[src/rtl/emg_duty_controller.sv]
// emg_duty_controller: EMG envelope -> debounced grip FSM -> slew-limited servo duty, with frame/start pulses.
// Ports: clk, reset (async, active-low); sample_valid/sample: ADC input strobe and value;
//        big_tick: one-shot PWM start; en: per-frame pulse; duty: servo high-time in clocks;
//        grip_state: 00 OPEN, 01 CLOSING, 10 CLOSED, 11 OPENING; envelope: filtered |sample-MID|.
module emg_duty_controller #(
  parameter int PERIOD         = 1000000,
  parameter int DBIT           = 20,
  parameter int SBIT           = 12,
  parameter int MID            = 2048,
  parameter int K              = 4,
  parameter int TH_HI          = 400,
  parameter int TH_LO          = 200,
  parameter int HOLD_FRAMES    = 3,
  parameter int DUTY_OPEN      = 50000,
  parameter int DUTY_CLOSED    = 100000,
  parameter int STEP           = 1000,
  parameter int STARTUP_FRAMES = 5
) (
  input  logic            clk,
  input  logic            reset,
  input  logic            sample_valid,
  input  logic [SBIT-1:0] sample,
  output logic            big_tick,
  output logic            en,
  output logic [DBIT-1:0] duty,
  output logic [1:0]      grip_state,
  output logic [SBIT-1:0] envelope
);
  typedef enum logic [1:0] {OPEN = 2'b00, CLOSING = 2'b01, CLOSED = 2'b10, OPENING = 2'b11} grip_t;
  localparam int CW = PERIOD > 1 ? $clog2(PERIOD) : 1;
  localparam int UW = $clog2(STARTUP_FRAMES + 1);
  localparam int HW = $clog2(HOLD_FRAMES + 1);
  localparam logic [CW-1:0]   LAST     = CW'(PERIOD - 1);
  localparam logic [UW-1:0]   SU       = UW'(STARTUP_FRAMES);
  localparam logic [HW-1:0]   HOLD     = HW'(HOLD_FRAMES);
  localparam logic [SBIT-1:0] MIDV     = SBIT'(MID);
  localparam logic [SBIT-1:0] THH      = SBIT'(TH_HI);
  localparam logic [SBIT-1:0] THL      = SBIT'(TH_LO);
  localparam logic [DBIT:0]   D_OPEN   = (DBIT+1)'(DUTY_OPEN);
  localparam logic [DBIT:0]   D_CLOSED = (DBIT+1)'(DUTY_CLOSED);
  localparam logic [DBIT:0]   D_STEP   = (DBIT+1)'(STEP);
  localparam logic [DBIT:0]   D_LOW    = (DBIT+1)'(DUTY_OPEN + STEP);
  logic [CW-1:0]        cnt;
  logic [UW-1:0]        su_cnt;
  logic [HW-1:0]        hi_cnt, lo_cnt, hi_nxt, lo_nxt, hi_inc, lo_inc;
  grip_t                state, state_nxt;
  logic [DBIT-1:0]      duty_nxt;
  logic [DBIT:0]        up_c, dn_c;
  logic [SBIT-1:0]      rect, env_nxt;
  logic signed [SBIT:0] diff, step_v;
  logic                 frame_end, eval, above, below, hi_hit, lo_hit;
  assign frame_end  = cnt == LAST;
  assign eval       = cnt == '0;
  // su_cnt counts completed frames and parks at STARTUP_FRAMES, so big_tick fires once per reset
  assign big_tick   = frame_end && su_cnt == SU - 1'b1;
  assign en         = frame_end && su_cnt == SU;
  assign grip_state = state;
  assign rect    = sample >= MIDV ? sample - MIDV : MIDV - sample;
  assign diff    = $signed({1'b0, rect}) - $signed({1'b0, envelope});
  assign step_v  = diff >>> K;
  assign env_nxt = envelope + step_v[SBIT-1:0];
  assign above  = envelope > THH;
  assign below  = envelope < THL;
  assign hi_inc = !above ? '0 : hi_cnt == HOLD ? hi_cnt : hi_cnt + 1'b1;
  assign lo_inc = !below ? '0 : lo_cnt == HOLD ? lo_cnt : lo_cnt + 1'b1;
  // "reaches HOLD" counts the current frame on top of the stored run length
  assign hi_hit = above && hi_cnt >= HOLD - 1'b1;
  assign lo_hit = below && lo_cnt >= HOLD - 1'b1;
  // one bit of headroom keeps the up-step from wrapping; the down-step is clamped before subtracting
  assign up_c = {1'b0, duty} + D_STEP > D_CLOSED ? D_CLOSED : {1'b0, duty} + D_STEP;
  assign dn_c = {1'b0, duty} < D_LOW ? D_OPEN : {1'b0, duty} - D_STEP;
  always_comb begin
    state_nxt = state;
    duty_nxt  = duty;
    hi_nxt    = hi_cnt;
    lo_nxt    = lo_cnt;
    if (eval) begin
      hi_nxt = hi_inc;
      lo_nxt = lo_inc;
      case (state)
        OPEN:    state_nxt = hi_hit ? CLOSING : OPEN;
        CLOSED:  state_nxt = lo_hit ? OPENING : CLOSED;
        CLOSING: begin
          duty_nxt  = lo_hit ? duty : up_c[DBIT-1:0];
          state_nxt = lo_hit ? OPENING : up_c == D_CLOSED ? CLOSED : CLOSING;
        end
        OPENING: begin
          duty_nxt  = hi_hit ? duty : dn_c[DBIT-1:0];
          state_nxt = hi_hit ? CLOSING : dn_c == D_OPEN ? OPEN : OPENING;
        end
        default: state_nxt = OPEN;
      endcase
      if (state_nxt != state) begin
        hi_nxt = '0;
        lo_nxt = '0;
      end
    end
  end
  always_ff @(posedge clk or negedge reset) begin
    if (!reset) begin
      cnt      <= '0;
      su_cnt   <= '0;
      envelope <= '0;
      duty     <= D_OPEN[DBIT-1:0];
      state    <= OPEN;
      hi_cnt   <= '0;
      lo_cnt   <= '0;
    end else begin
      cnt      <= frame_end ? '0 : cnt + 1'b1;
      su_cnt   <= frame_end && su_cnt != SU ? su_cnt + 1'b1 : su_cnt;
      envelope <= sample_valid ? env_nxt : envelope;
      duty     <= duty_nxt;
      state    <= state_nxt;
      hi_cnt   <= hi_nxt;
      lo_cnt   <= lo_nxt;
    end
  end
endmodule

[config.mk]
export PLATFORM = sky130hd
export DESIGN_NAME = emg_duty_controller
export DESIGN_NICKNAME = d
export VERILOG_FILES = /design/src/rtl/emg_duty_controller.sv
export SDC_FILE = /design/constraint.sdc
export NUM_CORES = 1
export LEC_CHECK = 0
export ABC_AREA = 1
export CAP_MARGIN = 15
export CORE_MARGIN = 2
export CORE_UTILIZATION = 56
export DETAILED_ROUTE_END_ITERATION = 8
export GPL_ROUTABILITY_DRIVEN = 0
export PLACE_DENSITY = 0.78
export SLEW_MARGIN = 20
export SYNTH_ARGS = -nofsm -noshare
export SYNTH_HDL_FRONTEND = slang
export SYNTH_SLANG_ARGS = --single-unit
[constraint.sdc]
create_clock -name clk -period 6.2 [get_ports clk]
set_clock_uncertainty 0.15 [all_clocks]
set_input_delay 1.24 -clock clk [delete_from_list [all_inputs] [get_ports clk]]
set_output_delay 1.24 -clock clk [all_outputs]
set_load 0.02 [all_outputs]
* Yosys cells after proc, flatten, opt, wreduce, memory -nomap -nowiden
Cells that the tools add are included.
** Cells by class
- Reduce and logical (&&, ||, !) cells :: 11
- Add/sub/neg operators :: 10
- Mux-type cells :: 21
- Equality and inequality tests :: 16
- Order comparisons :: 7
** Operator list (count)
- 20-bit two-way mux :: 3
- 21-bit two-way mux :: 2
- 20-bit case mux with 2 select lines :: 1
- 2-bit two-way mux :: 11
- 20-bit by 10-bit adder with 21-bit output (second input constant) :: 1
- 21-bit by 16-bit == test with 1-bit output (second input constant) :: 1
- 21-bit by 17-bit == test with 1-bit output (second input constant) :: 1
- 21-bit by 17-bit greater-than comparator with 1-bit output (second input constant) :: 1
- 20-bit by 10-bit subtractor with 21-bit output (second input constant) :: 1
- 20-bit by 1-bit adder with 20-bit output (second input constant) :: 1
- 20-bit == test (second input constant) :: 1
- 20-bit logical NOT :: 1
- 20-bit by 16-bit < comparator with 1-bit output (second input constant) :: 1
- 12-bit by 12-bit subtractor with 13-bit output :: 1
- 12-bit adder :: 1
- 12-bit greater-or-equal comparator (second input constant) :: 1
- 12-bit by 9-bit greater-than comparator with 1-bit output (second input constant) :: 1
- 12-bit by 8-bit < comparator with 1-bit output (second input constant) :: 1
- 12-bit two-way mux :: 1
- 12-bit subtractor (first input constant) :: 1
- 12-bit subtractor (second input constant) :: 1
- 2-bit == test (second input constant) :: 4
- 2-bit case mux with 4 select lines :: 1
- 3-bit == test (second input constant) :: 2
- other kinds (14) :: 24
** Storage, ports and cells
- Bits of input ports :: 15
- Logic and storage cells :: 72
- Output and inout port bits :: 36
- Register bits after elaboration :: 61

* Depth between registers and ports, before layout
- Depth in word-level cells :: 11
- Mapped depth :: 27
- Depth with buffers taken out :: 27

* Worst setup path before layout
No wires, ideal clock.
- Kind :: input-to-reg
- From :: in sample[2]
- To :: reg envelope[10]
- Stages :: 24
- Buffers on the path :: 0
- Path slack :: 1518 ps
- Data required time :: 5915 ps
- Setup time :: 135 ps
- Data arrival time :: 4397 ps
- Path through :: nor3_1 -> nor3b_1 -> inv_1 -> nand2_1 -> xnor2_1 -> ha_1 -> a21oi_1 -> o21ai_0 -> a21oi_1 -> o21bai_1 -> xor2_1 -> ha_1 -> a21oi_1 -> nand2_1 -> nand2_1 -> nand2_1 -> a21oi_1 -> inv_1 -> a21oi_1 -> o21bai_1 -> a21o_1 -> a21oi_1 -> xor2_1 -> o21ai_0
** On the way
- Word-level cells in the longest chain between the ends :: 4
- Elaborated cells on any way between the ends :: 6
- Classes of those cells :: add/sub (4); order compare (1); mux (1)
** Ends and longest elaborated chain
- from (decl) :: RTL line 22 : input logic [SBIT-1:0] sample,
- 12-bit subtractor / 12-bit greater-or-equal comparator (equally long branches) :: RTL line 58 : assign rect = sample >= MIDV ? sample - MIDV : MIDV - sample;
- 12-bit two-way mux (*) :: RTL line 58
- 12-bit by 12-bit subtractor with 13-bit output (*) :: RTL line 59 : assign diff = $signed({1'b0, rect}) - $signed({1'b0, envelope});
- 12-bit adder (*) :: RTL line 61 : assign env_nxt = envelope + step_v[SBIT-1:0];
- to (signal assigned) :: RTL line 111 : envelope <= sample_valid ? env_nxt : envelope;
- to (decl) :: RTL line 27 : output logic [SBIT-1:0] envelope
Every way passes the cells marked *; elsewhere a longest branch is shown, timed or not.
A chain may end at the register's enable or synchronous reset.

* Final worst setup path
- From :: in sample[2]
- To :: reg envelope[11]
The elaborated chain is that of the path after synthesis.

==> impl_metrics.json <==
{
  "ys_seq_area_frac": 0.281,
  "cp_max_fo": 5,
  "grt_max_degree": 62,
  "cts_buffers": 9,
  "cts_tree": "built",
  "grt_pass1_wl_um": 22300,
  "leakage_uw": 0.00305,
  "setup_violations": 0,
  "peakVddDrop_v": 0.000417,
  "drc_errors": 0,
  "pwr_density_cell_mw_per_mm2": 319,
  "syn_area_mm2": 0.00545,
  "end_kind": "register",
  "grt_pass1_vias": 4951,
  "synth-seq-cells": 61,
  "path_buf_inv": 4,
  "antenna_found_initial": 0,
  "async_flop_share": 1.00,
  "finalSetupTns_ps": 0,
  "portBuffers": 50,
  "synth.avg_cell_area_um2": 6.78,
  "insertion_delay_ps": 340,
  "die_w_um": 103,
  "power_uw": 1990,
  "clock-root-buffer": "clkbuf_8",
  "vias_per_cell": 5.49,
  "fmax_mhz": 190,
  "drt-pass1-iter-count": 5,
  "htree_num_levels": 3,
  "cp_slowest_stage_delay_ps": 450,
  "placedCellCount": 969,
  "ctsHoldBuffers": 0,
  "timing_hold_violations_final": 0,
  "critPathTopFamily": "simple AND/OR/NAND/NOR gates",
  "core_area_mm2": 0.00959,
  "period_needed_ps": 5250,
  "worstPathRequired_ps": 6260,
  "drt_iter0_markers": 283,
  "drive_above_1_share": 0.0752,
  "rows": 36,
  "slew_headroom": 0.453,
  "cts_buffer_depth": 2,
  "cp_slowest_cell": "clkdlybuf4s50_1",
  "clock-sinks": 61,
  "r2r_slack_ps": 2400,
  "fin_nets": 897,
  "synth_edf_count": 0,
  "num_vias": 5407,
  "antenna_left": 0,
  "synth.distinct_cells": 46,
  "yosysWarnings": 0,
  "antenna_cells": 0,
  "worstPathArrival_ps": 5310,
  "synth_cells": 804,
  "outcome": "finished clean",
  "maxCapViolations": 0,
  "setup.worst_path.start_class": "primary input",
  "crit_type": "primary input to register",
  "track_usage": 0.263,
  "tightest_slew_ps": 813,
  "min_path_type": "register to register",
  "area_growth_pct": 14.2,
  "grt_overflow": 0,
  "io_pins": 51,
  "path_clk_slew_ps": 70,
  "synthesis.nets": 854,
  "finalCritPeriodShare": 0.847,
  "rsz0062_at_grt": "false",
  "die_h_um": 103,
  "start_util": 0.568,
  "post-cts-setup-buffers": 0,
  "final-instance-count-excl-fill": 984,
  "synth_top_flop_cell": "dfrtp_1",
  "post_cts_resized": 0,
  "holdWs_ps": 325,
  "dp_hpwl_um": 10200,
  "cpMostUsedCell": "nand2_1",
  "fp.dieArea_mm2": 0.0105,
  "drt-total-wl_um": 13200,
  "wl_per_cell_um": 13.4,
  "slew_viol_final": 0
}
==> synthesized netlist by cell type (4+ instances only) <==
cell type	instances	share of area
ha_1	34	0.078
clkbuf_1	10	0.0069
nand2_1	185	0.13
nor4_1	7	0.0080
xnor2_1	13	0.021
nand2_2	9	0.010
a21oi_1	35	0.032
o221ai_1	5	0.0080
o21ai_0	42	0.039
nor2_2	5	0.0057
nor2_1	85	0.059
nor3_1	28	0.026
o22ai_1	8	0.0092
dfstp_2	6	0.029
nand3_1	60	0.055
xor2_1	26	0.042
nor2_4	5	0.010
inv_1	111	0.076
inv_2	6	0.0041
nand4_1	14	0.016
buf_2	4	0.0037
dfrtp_1	55	0.25
o21bai_1	4	0.0055
==> registers in the layout, summed over array words and instances (netlist names) <==
register and flops:
grip_state 2, su_cnt 3, hi_cnt 2, cnt 20, duty 20, lo_cnt 2, envelope 12
==> worst register-to-register path: stages (launching register included) <==
cell      delay (ps)
dfrtp_1          420
inv_1            120
ha_1             340
a21oi_1          200
o21ai_0          140
a21oi_1          210
o21bai_1         120
xor2_1           160
ha_1             340
a21oi_1          170
nand2_1           80
nand2_1           80
nand2_1           60
a21oi_1          210
inv_1             70
a21oi_1          130
o21bai_1         110
a21o_1           180
a21oi_1          170
xor2_1           150
o21ai_0           80
==> final cells by class <==
cell class	count	area, um2
multi-input combinational	607	3380
fill	876	3370
sequential	61	1530
timing repair buffer	51	503
inverter	117	439
tap	133	166
clock buffer	11	131
clock inverter	4	73.8
==> report_power, final <==
group	internal, uW	switching, uW
Combinational	472	634
Clock	224	154
Sequential	445	58.6
==> cells in the final DEF, fill, tap and decap left out, types with 4 or more instances in the layout <==
| master | count |
|---|---|
| nor2_4 | 5 |
| dfrtp_1 | 55 |
| nor2_2 | 5 |
| xor2_1 | 26 |
| nand3_1 | 60 |
| nand2_1 | 185 |
| nor4_1 | 7 |
| a21oi_1 | 35 |
| o21ai_0 | 42 |
| nor2_1 | 85 |
| clkbuf_8 | 9 |
| nand4_1 | 14 |
| ha_1 | 34 |
| o221ai_1 | 5 |
| inv_1 | 111 |
| o22ai_1 | 8 |
| dfstp_2 | 6 |
| xnor2_1 | 13 |
| clkdlybuf4s50_1 | 49 |
| nor3_1 | 28 |
| o21bai_1 | 4 |
| nand2_2 | 9 |
| inv_2 | 6 |
==> metrics by stage <==
stage	util	worst slack [ps]	cell area [um2]
after CTS	0.649	990	6220
after floorplan	-	1520	5450
after global routing	0.649	469	6220
after global placement	0.627	803	6020
after detailed placement	0.627	656	6020
final	0.649	948	6220
==> cells by family after synthesis <==
group                    Yosys count  synth area share
multiplexers                       2           0.00390
AND/OR/NAND/NOR                  416             0.349
flip-flops                        61             0.281
adder cells (fa/ha/maj)           35            0.0817
buffers and inverters            136            0.0994
XOR/XNOR                          39            0.0627
AO/OA/AOI/OAI                    115             0.122
==> final timing paths <==
check | startpoint | to | cells past startpoint
min | cnt[0]$_DFF_PN0_ | cnt[0]$_DFF_PN0_ | 1
min reg2reg | cnt[0]$_DFF_PN0_ | cnt[0]$_DFF_PN0_ | 1
max | sample[2] | envelope[11]$_DFFE_PN0P_ | 25
max in group asynchronous | reset | envelope[11]$_DFFE_PN0P_ | 2
max reg2reg | envelope[3]$_DFFE_PN0P_ | envelope[10]$_DFFE_PN0P_ | 20
min in group asynchronous | reset | su_cnt[2]$_DFFE_PN0P_ | 2
==> layer usage <==
layer  vias to the layer above  global-route usage  share of wire
li1                       2720                   -              -
met1                      2489               0.332           0.43
met2                       170               0.463           0.50
met3                        28              0.0427          0.050
met4                         0              0.0821          0.018
met5                         -                   0              0
No activity file was read; power rests on OpenSTA's default activity.
